===== config.mk =====
export PLATFORM = sky130hd
export DESIGN_NAME = i2s_pcm_receiver_flat
export DESIGN_NICKNAME = d
export VERILOG_FILES = /design/src/rtl/i2s_pcm_receiver_if.sv /design/src/rtl/i2s_pcm_receiver.sv /design/src/flat_wrapper.sv
export SDC_FILE = /design/constraint.sdc
export NUM_CORES = 1
export LEC_CHECK = 0
export ABC_AREA = 1
export BUFFER_PORTS_ARGS = -buffer_cell sky130_fd_sc_hd__buf_2
export CAP_MARGIN = 20
export CORE_ASPECT_RATIO = 0.9
export CORE_MARGIN = 2
export CORE_UTILIZATION = 57
export DETAILED_ROUTE_END_ITERATION = 8
export HOLD_SLACK_MARGIN = 0.1
export PLACE_DENSITY = 0.88
export SLEW_MARGIN = 20
export SYNTH_ARGS = -nofsm -noshare
export SYNTH_HDL_FRONTEND = slang
export SYNTH_SLANG_ARGS = --single-unit

===== constraint.sdc =====
create_clock -name clk -period 3.9 [get_ports clk]
set_input_delay 0.78 -clock clk [delete_from_list [all_inputs] [get_ports clk]]
set_output_delay 0.78 -clock clk [all_outputs]
set_load 0.03 [all_outputs]

===== src/rtl/i2s_pcm_receiver_if.sv =====
// i2s_pcm_receiver_if: serial I2S pins, format controls and parallel PCM outputs.
// master drives the pins and controls, slave is the receiver.
interface i2s_pcm_receiver_if #(parameter int PCM_BIT_LENGTH = 32);
    logic bclk;
    logic lrck;
    logic data;
    logic [1:0] fmt;
    logic [5:0] wlen;
    logic [PCM_BIT_LENGTH-1:0] data_l;
    logic [PCM_BIT_LENGTH-1:0] data_r;
    logic valid;
    logic lock;
    logic frame_err;
    modport master (output bclk, lrck, data, fmt, wlen, input data_l, data_r, valid, lock, frame_err);
    modport slave (input bclk, lrck, data, fmt, wlen, output data_l, data_r, valid, lock, frame_err);
endinterface


===== src/rtl/i2s_pcm_receiver.sv =====
// i2s_pcm_receiver: oversampled I2S/LJ/RJ receiver producing MSB-aligned stereo PCM words,
// with lock detection, framing error strobe and mute on bit-clock loss.
module i2s_pcm_receiver #(
    parameter int PCM_BIT_LENGTH = 32,
    parameter int SYNC_STAGES = 2,
    parameter int TIMEOUT_CYC = 1024
) (
    input logic clk,
    input logic rst_n,
    i2s_pcm_receiver_if.slave bus
);
    localparam int W = PCM_BIT_LENGTH;
    localparam int TW = $clog2(TIMEOUT_CYC + 1);
    localparam logic [6:0] W7 = 7'(PCM_BIT_LENGTH);

    logic [SYNC_STAGES-1:0] bclk_sync, lrck_sync, data_sync;
    logic bclk_hist, lr_prev;
    logic [6:0] cnt, prev_len, nbit;
    logic [2:0] eq_cnt;
    logic [TW-1:0] tcnt;
    logic [W-1:0] shreg, stage_l;
    logic rise, lr, din, boundary, fmt_lj, fmt_rj, fmt_i2s, ending_left;
    logic timed_out, shift_ok, len_ok, lock_next;
    logic [6:0] wl, nbit_next, pad;
    logic [2:0] eq_next;
    logic [W-1:0] sh_next, slot_val;

    always_comb begin
        rise = bclk_sync[SYNC_STAGES-1] & ~bclk_hist;
        lr = lrck_sync[SYNC_STAGES-1];
        din = data_sync[SYNC_STAGES-1];
        boundary = rise & (lr != lr_prev);
        fmt_lj = bus.fmt == 2'b01;
        fmt_rj = bus.fmt == 2'b10;
        fmt_i2s = !fmt_lj && !fmt_rj;
        ending_left = fmt_i2s ? !lr_prev : lr_prev;
        timed_out = tcnt == TW'(TIMEOUT_CYC);
        wl = {1'b0, bus.wlen} > W7 ? W7 : {1'b0, bus.wlen};
        shift_ok = nbit < W7;
        sh_next = shift_ok ? {shreg[W-2:0], din} : shreg;
        nbit_next = shift_ok ? nbit + 7'd1 : nbit;
        // in I2S the boundary bit still belongs to the slot that is ending
        pad = fmt_rj ? W7 - wl : fmt_i2s ? W7 - nbit_next : W7 - nbit;
        slot_val = (fmt_i2s ? sh_next : shreg) << pad;
        len_ok = cnt >= 7'd8 && cnt <= 7'd64 && cnt == prev_len && !(fmt_rj && cnt < wl);
        eq_next = !len_ok ? 3'd1 : eq_cnt == 3'd4 ? 3'd4 : eq_cnt + 3'd1;
        lock_next = len_ok && eq_next == 3'd4;
    end

    always_ff @(posedge clk or negedge rst_n) begin
        if (!rst_n) begin
            bclk_sync <= '0;
            lrck_sync <= '0;
            data_sync <= '0;
            bclk_hist <= 1'b0;
        end else begin
            bclk_sync <= {bclk_sync[SYNC_STAGES-2:0], bus.bclk};
            lrck_sync <= {lrck_sync[SYNC_STAGES-2:0], bus.lrck};
            data_sync <= {data_sync[SYNC_STAGES-2:0], bus.data};
            bclk_hist <= bclk_sync[SYNC_STAGES-1];
        end
    end

    always_ff @(posedge clk or negedge rst_n) begin
        if (!rst_n) begin
            lr_prev <= 1'b0;
            cnt <= '0;
            prev_len <= '0;
            nbit <= '0;
            eq_cnt <= '0;
            tcnt <= '0;
            shreg <= '0;
            stage_l <= '0;
            bus.data_l <= '0;
            bus.data_r <= '0;
            bus.valid <= 1'b0;
            bus.lock <= 1'b0;
            bus.frame_err <= 1'b0;
        end else begin
            bus.valid <= 1'b0;
            bus.frame_err <= 1'b0;
            if (rise) begin
                tcnt <= '0;
                lr_prev <= lr;
                if (boundary) begin
                    cnt <= 7'd1;
                    prev_len <= cnt;
                    eq_cnt <= eq_next;
                    bus.lock <= lock_next;
                    bus.frame_err <= bus.lock && !len_ok;
                    shreg <= fmt_rj ? {shreg[W-2:0], din} : fmt_lj ? W'(din) : '0;
                    nbit <= fmt_lj ? 7'd1 : 7'd0;
                    if (ending_left)
                        stage_l <= slot_val;
                    else if (lock_next) begin
                        bus.data_l <= stage_l;
                        bus.data_r <= slot_val;
                        bus.valid <= 1'b1;
                    end
                end else begin
                    cnt <= cnt == 7'd127 ? cnt : cnt + 7'd1;
                    shreg <= fmt_rj ? {shreg[W-2:0], din} : sh_next;
                    nbit <= nbit_next;
                end
            end else if (timed_out) begin
                // clock lost: mute and force a fresh lock once BCLK returns
                cnt <= '0;
                eq_cnt <= '0;
                bus.lock <= 1'b0;
                bus.data_l <= '0;
                bus.data_r <= '0;
            end else
                tcnt <= tcnt + TW'(1);
        end
    end
endmodule


===== src/flat_wrapper.sv =====
// flat-port wrapper written by rule: the top's interface ports become plain ports
module i2s_pcm_receiver_flat 
#(
    parameter int PCM_BIT_LENGTH = 32,
    parameter int SYNC_STAGES = 2,
    parameter int TIMEOUT_CYC = 1024
)
  (clk, rst_n, bus_bclk, bus_lrck, bus_data, bus_fmt, bus_wlen, bus_data_l, bus_data_r, bus_valid, bus_lock, bus_frame_err);
  i2s_pcm_receiver_if #(.PCM_BIT_LENGTH(PCM_BIT_LENGTH)) bus_i ();
  input logic clk;
  input logic rst_n;
  input wire logic [$bits(bus_i.bclk)-1:0] bus_bclk;
  input wire logic [$bits(bus_i.lrck)-1:0] bus_lrck;
  input wire logic [$bits(bus_i.data)-1:0] bus_data;
  input wire logic [$bits(bus_i.fmt)-1:0] bus_fmt;
  input wire logic [$bits(bus_i.wlen)-1:0] bus_wlen;
  output wire logic [$bits(bus_i.data_l)-1:0] bus_data_l;
  output wire logic [$bits(bus_i.data_r)-1:0] bus_data_r;
  output wire logic [$bits(bus_i.valid)-1:0] bus_valid;
  output wire logic [$bits(bus_i.lock)-1:0] bus_lock;
  output wire logic [$bits(bus_i.frame_err)-1:0] bus_frame_err;
  assign bus_i.bclk = bus_bclk;
  assign bus_i.lrck = bus_lrck;
  assign bus_i.data = bus_data;
  assign bus_i.fmt = bus_fmt;
  assign bus_i.wlen = bus_wlen;
  assign bus_data_l = bus_i.data_l;
  assign bus_data_r = bus_i.data_r;
  assign bus_valid = bus_i.valid;
  assign bus_lock = bus_i.lock;
  assign bus_frame_err = bus_i.frame_err;
  i2s_pcm_receiver #(.PCM_BIT_LENGTH(PCM_BIT_LENGTH), .SYNC_STAGES(SYNC_STAGES), .TIMEOUT_CYC(TIMEOUT_CYC)) u_core (.clk(clk), .rst_n(rst_n), .bus(bus_i));
endmodule

After elaboration in Yosys (flattened, before gate mapping)
Index checks and enable logic that the tools add are counted.

Input bits: 13. Word-level logic and storage cells: 106. Bits in registers: 174. Output and inout bits: 67.

Equality and inequality tests: 13. Bitwise operators: 3. Reductions and logical operators: 18. Shift-type cells: 1. Magnitude comparators: 5. Multiplexer cells: 42. Add/subtract/negate cells: 7.

Operator list (number): $mux 32 (14); $mux 7 (8); $shl 32x7->32 (1); $mux 11 (2); $sub 6x7->7 const A (3); $mux 3 (5); $add 7x1->7 const B (2); $mux 1 (12); $add 11x1->11 const B (1); $eq 11x11->1 const B (1); $eq 7x7->1 (1); $eq 7x7->1 const B (1); $ge 7x4->1 const B (1); $le 7x7->1 const B (1); $logic_and 1x1->1 (7); $lt 7x6->1 const B (1); $lt 7x7->1 (1); $eq 3x3->1 const B (2); $gt 6x6->1 const B (1); $mux 6 (1); $ne 2x2->1 const B (3); $reduce_and 2->1 (3); $logic_not 1->1 (5); $reduce_and 4->1 (1); 10 further kinds (11).

Logic depth before layout (Yosys ltp)
Word-level depth: 13. Gate-level depth with buffers: 28. Gate-level depth less buffers: 26.

Worst setup path before layout
OpenSTA, ideal clock, no wires.

Kind: input-to-reg. Start: input bus_wlen[0]. End: register u_core.bus.data_r[10]. Data required time: 3.765 ns. Cell stages on the path: 18. Buffers on the path: 1. Library setup time: 0.135 ns. Path slack: 0.667 ns. Data arrival time: 3.098 ns. Cells stage by stage: or2_1 -> o41ai_2 -> nand2_1 -> ha_1 -> a21oi_1 -> o21ai_1 -> nand2_1 -> o211ai_1 -> and2_1 -> nand3_1 -> nand2_1 -> nor2_1 -> nand2_1 -> o21ai_0 -> inv_2 -> buf_2 -> nand2_1 -> o21ai_0.

Cells in the longest elaborated chain, start to end: 11. Elaborated cells on any way between the ends: 18. Those cells by class: 1 x add/sub; 2 x order compare; 2 x eq/ne; 1 x shift; 7 x mux; 5 x reduce/logical.

RTL lines: from (decl) (RTL line flat_wrapper.sv:16) `input wire logic [$bits(bus_i.wlen)-1:0] bus_wlen;`; $gt 6x6->1 (RTL line i2s_pcm_receiver.sv:38) `wl = {1'b0, bus.wlen} > W7 ? W7 : {1'b0, bus.wlen};`; $mux 6 * (RTL line i2s_pcm_receiver.sv:38); parallel branches: the longest is 9 deep, another holds $sub 6x7->7; to (signal assigned) (RTL line i2s_pcm_receiver.sv:97) `bus.data_r <= slot_val;`; to (decl) (RTL line i2s_pcm_receiver_if.sv:15) `modport slave (input bclk, lrck, data, fmt, wlen, output data_l, data_r, valid, lock, frame_err);`.

Every way passes the cells marked *. The select of a mux whose other input is x is not followed. A chain may end at the register's enable or synchronous reset.

Final worst setup path
Start: register u_core.nbit[0]. End: register u_core.stage_l[27].

Cells in the longest elaborated chain, start to end: 6. Elaborated cells on any way between the ends: 10. Those cells by class: 3 x add/sub; 1 x order compare; 1 x shift; 5 x mux.

RTL lines: from (decl) (RTL line i2s_pcm_receiver.sv:18) `logic [6:0] cnt, prev_len, nbit;`; from (signal assigned) (RTL line i2s_pcm_receiver.sv:92) `nbit <= fmt_lj ? 7'd1 : 7'd0;`; from (signal assigned) (RTL line i2s_pcm_receiver.sv:103) `nbit <= nbit_next;`; $add 7x1->7 or $lt 7x6->1 (tied branches) (RTL line i2s_pcm_receiver.sv:41, i2s_pcm_receiver.sv:39); $mux 7 (RTL line i2s_pcm_receiver.sv:41) `nbit_next = shift_ok ? nbit + 7'd1 : nbit;`; $sub 6x7->7 (RTL line i2s_pcm_receiver.sv:43) `pad = fmt_rj ? W7 - wl : fmt_i2s ? W7 - nbit_next : W7 - nbit;`; $mux 7 (2 in a row) (RTL line i2s_pcm_receiver.sv:43); $shl 32x7->32 * (RTL line i2s_pcm_receiver.sv:44) `slot_val = (fmt_i2s ? sh_next : shreg) << pad;`; to (signal assigned) (RTL line i2s_pcm_receiver.sv:94) `stage_l <= slot_val;`; to (decl) (RTL line i2s_pcm_receiver.sv:21) `logic [W-1:0] shreg, stage_l;`.

Every way passes the cells marked *; elsewhere a longest branch is shown, timed or not.

==> impl_metrics.env <==
export IMPL_rsz0062_at_grt="false"
export IMPL_dp_hpwl_um=18400
export IMPL_routed_via_density=5.93
export IMPL_ys_ff_latch=174
export IMPL_ioPinCount=80
export IMPL_outcome="complete, no violations"
export IMPL_ant_nets=0
export IMPL_cp_cell_sequence="inv_2 -> ha_1 -> nand2_2 -> nor2_4 -> nand3_4 -> nand2_8 -> xor2_2 -> inv_2 -> ha_1 -> o21ai_0 -> and2_1 -> buf_6 -> nand3_1 -> nand3_1 -> nand3_1 -> nand3_1 -> nand2_1 -> nand2_1 -> nand2_1"
export IMPL_synth_cell_type_count=53
export IMPL_first_global_vias=9320
export IMPL_timing_critical_path_slowest_stage_cell="sky130_fd_sc_hd__dfrtp_1"
export IMPL_finalNetCount=1519
export IMPL_clockBufferDepth=2
export IMPL_hp_class="in -> async"
export IMPL_cts_hold_buf=0
export IMPL_globalRouteTotalUtil_pct=28.1
export IMPL_via_count=10400
export IMPL_ir_drop_mv=0.391
export IMPL_period_share_pct=92.0
export IMPL_number_of_failing_hold_endpoints_at_the_final_stage=0
export IMPL_worst_path_max_fanout=34
export IMPL_ys_top_cells_by_area="sky130_fd_sc_hd__dfrtp_1, sky130_fd_sc_hd__nand2_1, sky130_fd_sc_hd__nand3_1"
export IMPL_grt_start_max_net_pins=109
export IMPL_synth_flop_cell="sky130_fd_sc_hd__dfrtp_1"
export IMPL_power_density_nw_per_um2=537
export IMPL_clock_sinks=174
export IMPL_worst_clock_skew_ns=0.0129
export IMPL_setup_violations=0
export IMPL_final_max_slew_violation_count=0
export IMPL_avgSynthCellArea_um2=7.26
export IMPL_most_area_hungry_cell_type_in_the_yosys_netlist="sky130_fd_sc_hd__dfrtp_1"
export IMPL_global_route_wire_length_before_repair_um=45100
export IMPL_final_cell_area_um2=11700
export IMPL_worst_slew_pin_transition_ns=0.677
export IMPL_cp_common_cell="sky130_fd_sc_hd__nand3_1"
export IMPL_syn_inst=1445
export IMPL_synth_enable_flop_cells=0
export IMPL_slew_headroom_pct=54.9
export IMPL_r2r_cells=19
export IMPL_yosys_area_top_type_share_pct=41.5
export IMPL_critPathKind="reg -> reg"
export IMPL_htree_num_levels=4
export IMPL_layout_area_overhead_vs_synth_pct=12.0
export IMPL_synth_nets=1475
export IMPL_synth_most_common_cell="sky130_fd_sc_hd__nand2_1"
export IMPL_clk_pin_slew_worst_paths_ns=0.08
export IMPL_synthesis_area_um2=10500
export IMPL_cap_viol_max_count=0
export IMPL_core_um2=18200
export IMPL_antenna_found_initial=0
export IMPL_synth_sequential_area_ratio_pct=41.5
export IMPL_global_placer_s_final_weighted_congestion=1.01
export IMPL_initial_utilization_pct=57.5
export IMPL_io_buffer_count=79
export IMPL_drive_gt1_share_pct=13.0
export IMPL_detailedRoute_firstPassIterationCount=7
export IMPL_critical_path_endpoint_type="register"
export IMPL_overflow=0
export IMPL_worst_ep_required_time_ns=4.23
export IMPL_proportion_of_register_bits_with_asynchronous_set_or_reset_after_synthesis_pct=100
export IMPL_fin_crit_ns=3.59
export IMPL_largest_stage_delay_on_the_critical_path_ns=0.44
export IMPL_antenna_diode_count=0
export IMPL_cts_inserted_buffers=17
export IMPL_design_power_total_mw=6.31
export IMPL_ctsRootBufferMaster="sky130_fd_sc_hd__clkbuf_16"
export IMPL_tritoncts="yes"
export IMPL_place_area_um2=11000
export IMPL_die_width_um=147
export IMPL_chip_height_um=133
export IMPL_drc=0
export IMPL_drt_wirelength_per_cell_um=15.7
export IMPL_worst_skew_pair_late_latency_ns=0.44
export IMPL_synth_cells_most_frequent="sky130_fd_sc_hd__nand2_1, sky130_fd_sc_hd__nand3_1, sky130_fd_sc_hd__dfrtp_1"
export IMPL_p_leak_nw=6.05
export IMPL_num_rows=47
export IMPL_dieArea_um2=19500
export IMPL_fmax_ghz=0.279
export IMPL_ys_warnings_count=0
export IMPL_drt_first_iter_violations=1352
export IMPL_crit_arrival_ns=3.91
export IMPL_critical_path_startpoint_type="register"
export IMPL_totalWireLength_um=27400
## layer usage
| metal | vias up | share of wire (%) | GRT usage (%) |
|---|---|---|---|
| met2 | 506 | 46 | 44.1 |
| li1 | 4936 | - | - |
| met3 | 59 | 9.3 | 6.48 |
| met5 | - | 0 | 0 |
| met1 | 4863 | 43 | 39.4 |
| met4 | 0 | 2.1 | 8.33 |
## cell families (layout without fill, tap and decap cells)
group | Yosys count | in the layout | synth area share, %
AND/OR/NAND/NOR | 798 | 799 | 33.5
AO/OA/AOI/OAI | 256 | 256 | 14.4
buffers and inverters | 189 | 245 | 7.59
flip-flops | 174 | 174 | 41.5
adder cells (fa/ha/maj) | 17 | 17 | 2.03
XOR/XNOR | 11 | 11 | 0.991
## path summary, 6_finish.rpt
check	from	end	slack (ns)
max	u_core.nbit[0]$_DFFE_PN0P_	u_core.stage_l[27]$_DFFE_PN0P_	0.31
min	rst_n	u_core.prev_len[1]$_DFFE_PN0P_	0.32
max reg2reg	u_core.nbit[0]$_DFFE_PN0P_	u_core.stage_l[27]$_DFFE_PN0P_	0.31
min reg2reg	u_core.bclk_sync[0]$_DFF_PN0_	u_core.bclk_sync[1]$_DFF_PN0_	0.35
max in group asynchronous	rst_n	u_core.bus.data_r[28]$_DFFE_PN0P_	2.59
min in group clk	u_core.bclk_sync[0]$_DFF_PN0_	u_core.bclk_sync[1]$_DFF_PN0_	0.35
## state kept, by name, summed over array words and instances (netlist names)
signal and flops:
u_core.cnt 7, u_core.bus.data_l 32, u_core.bus.frame_err 1, u_core.bus.lock 1
u_core.eq_cnt 3, u_core.bclk_hist 1, u_core.lr_prev 1, u_core.bus.data_r 32
u_core.prev_len 7, u_core.bus.valid 1, u_core.data_sync 2, u_core.lrck_sync 2
u_core.tcnt 11, u_core.nbit 7, u_core.bclk_sync 2, u_core.shreg 32
u_core.stage_l 32
## cells in the final DEF, fill, tap and decap left out, types with 18 or more instances in the layout
cell | netlist | layout
sky130_fd_sc_hd__buf_2 | 31 | 78
sky130_fd_sc_hd__inv_1 | 87 | 85
sky130_fd_sc_hd__dfrtp_1 | 174 | 174
sky130_fd_sc_hd__nand3_1 | 261 | 258
sky130_fd_sc_hd__a22oi_1 | 29 | 29
sky130_fd_sc_hd__a21oi_1 | 53 | 52
sky130_fd_sc_hd__o21ai_1 | 20 | 20
sky130_fd_sc_hd__o21ai_0 | 110 | 109
sky130_fd_sc_hd__clkbuf_16 | 0 | 18
sky130_fd_sc_hd__nand2_1 | 450 | 450
sky130_fd_sc_hd__buf_4 | 2 | 27
sky130_fd_sc_hd__nor2_1 | 33 | 33
## report_power, final
part           internal [mW]  leakage, nW  switching, mW
clock                  0.876        0.298          0.860
sequential              2.02         2.29          0.166
combinational          0.769         3.47           1.61
## area by class of cell
cell class	instances	area, um^2
Clock buffer	17	425
Clock inverter	15	189
Multi-Input combinational cell	1083	5380
Fill cell	1493	6490
Tap cell	245	307
Sequential cell	174	4350
Inverter	102	388
Timing Repair Buffer	111	701
## metrics by stage
stage / setup TNS, ns / hold WS [ns] / utilization (%) / setup WS (ns) / std cells
floorplan: 0 / 0.331 / - / 0.667 / 1445
global placement: 0 / 0.335 / 60.4 / 0.0597 / 1708
detailed placement: -0.350 / 0.336 / 60.4 / -0.0779 / 1708
CTS: 0 / 0.353 / 63.7 / 0.183 / 1740
global route: 0 / 0.355 / 64.4 / 0.0149 / 1747
finish: 0 / 0.321 / 64.4 / 0.313 / 1747
## worst max-delay path: cells and delay by family (launching register included)
| kind | cells | cell delay (ns) |
|---|---|---|
| AOI/OAI and AO/OA | 1 | 0.27 |
| DFF | 1 | 0.44 |
| and+or+nand+nor | 12 | 1.64 |
| buffers and inverters | 3 | 0.48 |
| adders and majority gates | 2 | 0.45 |
| xor gates and xnor gates | 1 | 0.18 |
## what timing repair did
action / 4_1_cts / 5_1_grt
endpoints found under the setup margin: 0 / 66
setup buffers: 0 / 5
gates resized for setup: 0 / 9
(Power assumes the default switching activity.)
